File: src/rtl/udp_line_pkg.sv
// Shared constants and enums for the camera-line UDP receiver.
// Tags, header field widths, error codes and FSM states.
package udp_line_pkg;
  localparam int TAG_W = 6;
  localparam int ROW_W = 10;

  localparam logic [TAG_W-1:0] ID_CAM1 = 6'b010101;
  localparam logic [TAG_W-1:0] ID_CAM2 = 6'b101010;

  typedef enum logic [2:0] {
    ERR_NONE    = 3'd0,
    ERR_LEN     = 3'd1,
    ERR_ID      = 3'd2,
    ERR_RANGE   = 3'd3,
    ERR_TRUNC   = 3'd4,
    ERR_OVERRUN = 3'd5,
    ERR_SEQ     = 3'd6
  } err_code_e;

  typedef enum logic [2:0] {
    ST_IDLE,
    ST_HDR,
    ST_DATA,
    ST_TAIL,
    ST_DROP
  } state_e;
endpackage

File: src/rtl/row_seq_tracker.sv
// Per-camera expected-row registers: compared against each accepted header,
// advanced (with frame wrap) when a line completes.
module row_seq_tracker
  import udp_line_pkg::*;
#(
  parameter int V_ACT = 720
) (
  input  logic             clk,
  input  logic             rstn,
  input  logic             chk_cam,
  input  logic [ROW_W-1:0] chk_row,
  input  logic             upd,
  input  logic             upd_cam,
  input  logic [ROW_W-1:0] upd_row,
  output logic             mismatch
);
  localparam logic [ROW_W-1:0] ROW_LAST = ROW_W'(V_ACT - 1);

  logic [ROW_W-1:0] exp_cam1;
  logic [ROW_W-1:0] exp_cam2;
  logic [ROW_W-1:0] row_next;

  assign mismatch = chk_row != (chk_cam ? exp_cam1 : exp_cam2);
  assign row_next = (upd_row == ROW_LAST) ? '0 : upd_row + 10'd1;

  always_ff @(posedge clk or negedge rstn) begin
    if (!rstn) begin
      exp_cam1 <= '0;
      exp_cam2 <= '0;
    end else if (upd) begin
      if (upd_cam) exp_cam1 <= row_next;
      else         exp_cam2 <= row_next;
    end
  end
endmodule

File: src/rtl/udp_line_receiver.sv
// Parses and validates camera-line UDP payloads, emitting pixel bytes with
// column/row/camera coordinates and reporting per-packet errors.
module udp_line_receiver
  import udp_line_pkg::*;
#(
  parameter int H_ACT = 1280,
  parameter int V_ACT = 720
) (
  input  logic        clk,
  input  logic        rstn,
  input  logic        rx_valid,
  input  logic [7:0]  rx_data,
  input  logic [15:0] rx_data_len,
  output logic        o_valid,
  output logic [7:0]  o_data,
  output logic [10:0] o_col,
  output logic [9:0]  o_row,
  output logic        o_cam_id,
  output logic        line_done,
  output logic        err,
  output logic [2:0]  err_code,
  output logic [15:0] err_cnt
);
  // state   | meaning
  // IDLE    | waiting for first payload byte
  // HDR     | high index byte held, second byte completes and validates header
  // DATA    | emitting pixel bytes
  // TAIL    | full line received, packet must end now
  // DROP    | discarding the rest of a rejected packet
  localparam logic [15:0]      LEN_OK   = 16'(H_ACT + 2);
  localparam logic [10:0]      COL_LAST = 11'(H_ACT - 1);
  localparam logic [ROW_W:0]   ROW_END  = (ROW_W + 1)'(V_ACT);

  state_e           state, state_d;
  logic [7:0]       hdr_hi;
  logic [15:0]      len_q;
  logic [10:0]      col;
  logic [TAG_W-1:0] hdr_tag;
  logic [ROW_W-1:0] hdr_row;
  logic             hdr_cam1;
  logic             seq_mismatch;
  logic             capture, accept, emit, done_set, err_set;
  err_code_e        err_d;

  assign hdr_tag  = hdr_hi[7:2];
  assign hdr_row  = {hdr_hi[1:0], rx_data};
  assign hdr_cam1 = hdr_tag == ID_CAM1;

  always_comb begin
    state_d  = state;
    capture  = 1'b0;
    accept   = 1'b0;
    emit     = 1'b0;
    done_set = 1'b0;
    err_set  = 1'b0;
    err_d    = ERR_NONE;
    case (state)
      ST_IDLE: if (rx_valid) begin
        capture = 1'b1;
        state_d = ST_HDR;
      end
      ST_HDR: begin
        err_set = 1'b1;
        state_d = ST_DROP;
        if (!rx_valid) begin
          err_d   = ERR_TRUNC;
          state_d = ST_IDLE;
        end else if (len_q != LEN_OK) err_d = ERR_LEN;
        else if (!hdr_cam1 && hdr_tag != ID_CAM2) err_d = ERR_ID;
        else if ({1'b0, hdr_row} >= ROW_END) err_d = ERR_RANGE;
        else begin
          // sequence gaps are only a warning: the line is still delivered
          accept  = 1'b1;
          state_d = ST_DATA;
          err_set = seq_mismatch;
          err_d   = ERR_SEQ;
        end
      end
      ST_DATA: begin
        if (!rx_valid) begin
          err_set = 1'b1;
          err_d   = ERR_TRUNC;
          state_d = ST_IDLE;
        end else begin
          emit = 1'b1;
          if (col == COL_LAST) state_d = ST_TAIL;
        end
      end
      ST_TAIL: begin
        if (rx_valid) begin
          err_set = 1'b1;
          err_d   = ERR_OVERRUN;
          state_d = ST_DROP;
        end else begin
          done_set = 1'b1;
          state_d  = ST_IDLE;
        end
      end
      ST_DROP: if (!rx_valid) state_d = ST_IDLE;
      default: state_d = ST_IDLE;
    endcase
  end

  always_ff @(posedge clk or negedge rstn) begin
    if (!rstn) begin
      state     <= ST_IDLE;
      hdr_hi    <= '0;
      len_q     <= '0;
      col       <= '0;
      o_valid   <= 1'b0;
      o_data    <= '0;
      o_col     <= '0;
      o_row     <= '0;
      o_cam_id  <= 1'b0;
      line_done <= 1'b0;
      err       <= 1'b0;
      err_code  <= '0;
      err_cnt   <= '0;
    end else begin
      state     <= state_d;
      o_valid   <= emit;
      line_done <= done_set;
      err       <= err_set;
      if (capture) begin
        hdr_hi <= rx_data;
        len_q  <= rx_data_len;
      end
      if (accept) begin
        col      <= '0;
        o_row    <= hdr_row;
        o_cam_id <= hdr_cam1;
      end else if (emit) begin
        col <= col + 11'd1;
      end
      if (emit) begin
        o_data <= rx_data;
        o_col  <= col;
      end
      if (err_set) begin
        err_code <= err_d;
        if (err_cnt != 16'hFFFF) err_cnt <= err_cnt + 16'd1;
      end
    end
  end

  row_seq_tracker #(.V_ACT(V_ACT)) u_seq (
    .clk      (clk),
    .rstn     (rstn),
    .chk_cam  (hdr_cam1),
    .chk_row  (hdr_row),
    .upd      (done_set),
    .upd_cam  (o_cam_id),
    .upd_row  (o_row),
    .mismatch (seq_mismatch)
  );
endmodule

File: config.mk
export PLATFORM = sky130hd
export DESIGN_NAME = udp_line_receiver
export DESIGN_NICKNAME = d
export VERILOG_FILES = /design/src/rtl/udp_line_pkg.sv /design/src/rtl/row_seq_tracker.sv /design/src/rtl/udp_line_receiver.sv
export SDC_FILE = /design/constraint.sdc
export NUM_CORES = 1
export LEC_CHECK = 0
export CAP_MARGIN = 30
export CORE_AREA = 4 4 111 113
export CTS_CLUSTER_SIZE = 16
export DETAILED_ROUTE_END_ITERATION = 8
export DIE_AREA = 0 0 115 117
export DONT_BUFFER_PORTS = 1
export GPL_TIMING_DRIVEN = 1
export MAX_ROUTING_LAYER = met4
export PLACE_DENSITY = 0.6
export SLEW_MARGIN = 5
export SYNTH_ARGS = -nofsm -noshare
export SYNTH_HDL_FRONTEND = slang
export SYNTH_HIERARCHICAL = 1
export SYNTH_SLANG_ARGS = --single-unit
File: constraint.sdc
create_clock -name clk -period 2.79 [get_ports clk]
set_input_delay 0.558 -clock clk [delete_from_list [all_inputs] [get_ports clk]]
set_output_delay 0.558 -clock clk [all_outputs]
set_load 0.02 [all_outputs]
==> results of run 1 <==
final cells by class:
cell class	count	area (µm²)
clock inverter	7	120
timing repair buffer	21	178
sequential	110	2750
fill	999	5690
tap	143	179
inverter	1	3.75
clock buffer	9	225
multi-input combinational	285	2170
per-layer routing:
layer / global-route usage (%) / routed length (µm)
met1: 21.4 / 4530
met2: 26.7 / 5170
met3: 5.09 / 622
met4: 6.26 / 174
met5: - / 0
report_power, final:
| part | leakage [nW] | switching (W) | internal (W) |
|---|---|---|---|
| logic | 0.837 | 0.000148 | 0.000255 |
| clock network | 0.166 | 0.000589 | 0.000880 |
| registers | 1.44 | 0.000207 | 0.00175 |
cells by family (layout without fill, tap and decap cells):
logic type | after synthesis | count (layout) | synth area share [%]
AOI/OAI and AO/OA | 33 | 33 | 4.13
xor gates and xnor gates | 41 | 41 | 7.23
adders and majority gates | 3 | 3 | 0.756
buffers and inverters | 17 | 38 | 1.81
DFF | 110 | 110 | 55.4
muxes | 68 | 68 | 15.2
and+or+nand+nor | 139 | 140 | 15.4
metrics by stage:
stage | hold slack [ns] | total power [W] | cell area (µm²)
2_1_floorplan | 0.262 | 0.00223 | 4980
3_3_place_gp | 0.269 | 0.00235 | 5200
3_5_place_dp | 0.270 | 0.00236 | 5200
4_1_cts | -0.120 | 0.00387 | 5620
5_1_grt | -0.130 | 0.00401 | 5630
6_report | -0.108 | 0.00383 | 5630
sequential cells by signal, indices dropped and copies added (netlist names), 3 cells and up:
register,count
err_code,3
col,11
hdr_hi,8
state,3
u_seq/exp_cam2,10
err_cnt,16
o_col,11
u_seq/exp_cam1,10
o_data,8
o_row,10
len_q,16
worst register-to-register path, delay by kind of cell, from the launching register on:
family	cells	cell delay, ns
flip-flops	1	0.38
buffers and inverters	1	0.12
AND/OR/NAND/NOR	7	1.84
multiplexers	2	0.53
XOR/XNOR	1	0.08
timing repair:
action | in CTS | in global routing
endpoints found under the setup margin | 19 | 20
pin swaps | 3 | 1
endpoints found under the hold margin | 110 | 110
resized for setup | 5 | 3
gates cloned | 1 | 0
setup buffers | 5 | 0
worst paths after layout:
kind	start	endpoint	slack, ns	depth (start not counted)
min in group clk	rx_valid	line_done	0.33	1
setup / recovery	hdr_hi[3]	err_code[1]	-0.24	11
setup reg to reg	hdr_hi[3]	err_code[1]	-0.24	11
hold reg to reg	u_seq/exp_cam2[2]	u_seq/exp_cam2[2]	0.49	2
hold / removal	rstn	u_seq/exp_cam1[6]	-0.11	0
max in group asynchronous	rstn	len_q[12]	2.77	0
synthesized netlist by cell type, types with 4 or more instances:
cell type and instances:
dfrtp_1 110, mux2_2 55, nand2_1 38, xnor2_1 31, nor2_1 26, nand3_1 18
o21ai_0 17, mux2i_1 12, nand4_1 11, xor2_1 10, buf_2 6, clkbuf_1 6
nand3b_1 6, nor3_1 5, nor4_1 5, nor2b_1 4, nor4b_2 4, o31ai_1 4
==> results.cfg, run 1 <==
[layout]
instances_no_fill = 576
layout_commonest_cell = dfrtp_1
area_delta_synth_final_pct = 13.4
fin_nets = 458
utilization_pct = 49.8
antennaDiodeCount = 0
drive_gt1_share_pct = 26.6
layout_common_cells = dfrtp_1 (110), mux2_2 (54), nand2_1 (37), xnor2_1 (31), nor2_1 (26)

[setup_path]
crit_fanout = 4
startpoint_type = register
cp.required_ns = 3.04
critPathKind = register to register
critPathCaptureType = register
max_stage_delay_ns = 0.51
critPathTopFamily = simple AND/OR/NAND/NOR gates
arrival_ns = 3.28
crit_buf_inv = 1
cp_cell_sequence = and4bb_2 -> and2_4 -> buf_12 -> mux2i_1 -> xnor2_1 -> nor4_1 -> nand4_1 -> nand3b_1 -> or4b_4 -> nor2b_4 -> mux2_4
crit_path_top_delay_cell = or4b_4

[power_and_ir_drop]
irDropWorstVdd_mv = 0.408
leakage_nw = 2.44
powerDensity_nw_per_um2 = 680

[drt]
wl_mm = 10.5
ant_nets = 0
drc = 0
vias = 3188
drt_iter0_drc = 158
drtPass1Iterations = 4
post_drt_wl_per_cell_um = 18.2
vias_per_cell = 5.53

[floorplanning]
fp.dieH_um = 117
num_rows = 39
pin_count = 79
die-area_um2 = 13500
start_util_pct = 43.9
fp.coreArea_um2 = 11300
dieWidth_um = 115

[yosys]
synth-main-ff-cell = dfrtp_1
async_flop_share_pct = 100
synth.distinct_cells = 48
yosys_warnings = 6
yosys.area.top_type = dfrtp_1
synth_edf_count = 0
avgSynthCellArea_um2 = 12.1
synth_top_area_share_pct = 55.4
synthTopCellsByArea = dfrtp_1 (55%), mux2_2 (12%), xnor2_1 (5.5%)
ys_ff_latch = 110
yosysSeqAreaShare_pct = 55.4
netlist_instances = 411
synth_nets = 441
synth_area_um2 = 4970

[timing]
slew_headroom_pct = 53.6
hold_viol = 110
setup_ws_ns = -0.241
slew_viol_final = 0
setup_viol = 19
period_needed_ns = 3.03
fin_setup_tns_ns = -3.12
finalClockSkew_ns = 0.00958
tightest_slew_ns = 0.697
rsz0062_at_grt = yes
period_share_pct = 109
fmax_ghz = 0.330
hold_ws_ns = -0.108

[placement]
port_buffers = 0
post-place-cells = 554
gp_congestion = 0.799
pre_cts_ws_ns = -0.283
detailed_place_hpwl_mm = 7.18

[clocking]
clock_insertion_delay_worst_skew_ns = 0.36
numCtsBuffers = 9
numClockSinks = 110
htreeDepth = 3
cts-root-buf = clkbuf_16
clkTransAtPathRegs_ns = 0.07
clk_path_buf_depth = 2
tritoncts = done

[status]
status = complete, but fails checks
violations = negative hold slack, negative setup slack

[flow_run]
drv_cap = 0

[grt]
antenna_found_initial = 0
grt_usage_pct = 17.2
grt_pass1_vias = 3279
grt_overflow = 0
grt_start_max_net_pins = 111
grt_first_pass_wirelength_mm = 17.4

[hold_path]
hold_class = input pin to async pin
No activity file was read; power rests on OpenSTA's default activity.
==> run 2: changes to the inputs <==
==> constraint.sdc (replaced) <==
create_clock -name clk -period 2.79 [get_ports clk]
set_input_delay 0.279 -clock clk [delete_from_list [all_inputs] [get_ports clk]]
set_output_delay 0.279 -clock clk [all_outputs]
set_load 0.02 [all_outputs]
==> run 2 against run 1 <==
- the flow still finishes with violations (negative hold slack, negative setup slack)
- flip-flop and latch count did not move
- maximum frequency fell by 2.2%
- cell area fell by 0.44%
- non-clock buffer count fell by 3
- critical path depth fell by 1
- die area did not move
- global-route usage fell by 0.76 points
- largest cell class unchanged
==> results.cfg, run 2 (synthesized netlist as in run 1, its figures left out) <==
[setup_path]
critPathCaptureType = register
rr_worst_depth = 10
cp.required_ns = 3.02
startpoint_type = register
crit_fanout = 5
r2r-start = hdr_hi[5]
cp_cell_sequence = and4bb_2 -> and2_4 -> mux2i_4 -> xnor2_2 -> nor4_2 -> nand4_1 -> nand3b_1 -> or4b_4 -> nor2b_4 -> mux2_4
max_stage_delay_ns = 0.52
critPathKind = register to register
rrSetupSlack_ns = -0.31
crit_start = hdr_hi[5]
arrival_ns = 3.33
crit_path_top_delay_cell = or4b_4
timing.rr.end = err_code[1]

[floorplanning]
fp.dieH_um = 117
pin_count = 79
fp.coreArea_um2 = 11300
start_util_pct = 43.9
dieWidth_um = 115
num_rows = 39
die-area_um2 = 13500

[drt]
ant_nets = 0
post_drt_wl_per_cell_um = 18.4
drtPass1Iterations = 4
wl_mm = 10.5
vias = 3155
drc = 0
drt_iter0_drc = 254
vias_per_cell = 5.52

[power_and_ir_drop]
power_w = 0.00382
powerDensity_nw_per_um2 = 680
leakage_nw = 2.42
irDropWorstVdd_mv = 0.304

[placement]
port_buffers = 0
detailed_place_hpwl_mm = 7.22
gp_congestion = 0.811
post-place-cells = 554

[timing]
rsz0062_at_grt = yes
slew_headroom_pct = 53.8
setup_ws_ns = -0.310
hold_viol = 110
setup_viol = 19
period_share_pct = 111
finalClockSkew_ns = 0.00821
fmax_ghz = 0.323
tightest_slew_ns = 0.693
slew_viol_final = 0
hold_ws_ns = -0.375
period_needed_ns = 3.10

[clocking]
clock_insertion_delay_worst_skew_ns = 0.34
clkTransAtPathRegs_ns = 0.07
numCtsBuffers = 9
clk_path_buf_depth = 2
numClockSinks = 110
tritoncts = done
cts-root-buf = clkbuf_16
htreeDepth = 3

[layout]
fin_nets = 455
instances_no_fill = 572
layout_common_cells = dfrtp_1 (110), mux2_2 (55), nand2_1 (37), xnor2_1 (30), nor2_1 (26)
drive_gt1_share_pct = 26.1
area_delta_synth_final_pct = 12.9
reg_top3 = err_cnt: 16 flops, len_q: 16 flops
layout_commonest_cell = dfrtp_1
antennaDiodeCount = 0

[grt]
grt_overflow = 0
antenna_found_initial = 0
gr-usage-met2_pct = 25.5
grt_first_pass_wirelength_mm = 16.8
met3_usage_pct = 3.86
grt_start_max_net_pins = 111
grt_pass1_vias = 3086
grt_usage_pct = 16.4
busiest_layer = met2
grt_util_met1_pct = 21.8

[hold_path]
hold_class = input pin to async pin

[status]
status = complete, but fails checks
violations = negative hold slack, negative setup slack

[flow_run]
drv_cap = 0
-- run 2: cell count changes in the layout (fill, tap and decap cells not counted), sizes merged --
cell | previous run | this run
buf | 21 | 18
clkinv | 2 | 0
clkbuf | 9 | 10
-- run 2: how the worst max path moves through the flow --
| stage | end | slack (ns) | cells past startpoint |
|---|---|---|---|
| 2_1_floorplan | err_code[1] | -0.12 | 12 |
| 3_3_place_gp | err_code[1] | -0.13 | 10 |
| 3_5_place_dp | err_cnt[1] | -0.22 | 10 |
| 4_1_cts | err_code[1] | -0.22 | 10 |
| 5_1_grt | err_code[1] | -0.42 | 10 |
| 6_report | err_code[1] | -0.31 | 10 |
-- run 2: where the power goes --
| part | internal (W) | switching (W) |
|---|---|---|
| Clock | 0.000900 | 0.000567 |
| Sequential | 0.00175 | 0.000211 |
| Combinational | 0.000241 | 0.000148 |
| Total | 0.00289 | 0.000926 |
-- run 2: per-stage QoR --
step	cell area [µm²]	TNS (ns)	util [%]	setup slack, ns
2_1_floorplan	4980	-0.275	-	-0.118
3_3_place_gp	5200	-1.19	45.9	-0.134
3_5_place_dp	5200	-2.83	45.9	-0.225
4_1_cts	5570	-2.78	49.2	-0.222
5_1_grt	5610	-6.76	49.5	-0.416
6_report	5610	-4.36	49.5	-0.310
-- run 2: timing repair --
| action | CTS | global route |
|---|---|---|
| gates resized for setup | 3 | 6 |
| endpoints found under the hold margin | 110 | 110 |
| cloned | 1 | 0 |
| setup buffers | 1 | 1 |
| pin swaps | 2 | 2 |
| endpoints found under the setup margin | 19 | 19 |
-- run 2: area by class of cell --
type	instances	area, µm²
Clock buffer	10	239
Clock inverter	5	106
Fill cell	1001	5710
Inverter	1	3.75
Multi-Input combinational cell	285	2190
Sequential cell	110	2750
Tap cell	143	179
Timing Repair Buffer	18	135
-- run 2: metal layers --
layer | routed length (µm) | up-vias
met4 | 139 | 0
met2 | 5180 | 69
met3 | 502 | 15
met5 | 0 | -
met1 | 4700 | 1587
li1 | - | 1484
-- run 2: critical path, delay by kind of cell (launching register included) --
family | cells | cell delay [ns]
mux | 2 | 0.58
xor+xnor | 1 | 0.10
simple gates | 7 | 1.93
flops | 1 | 0.38
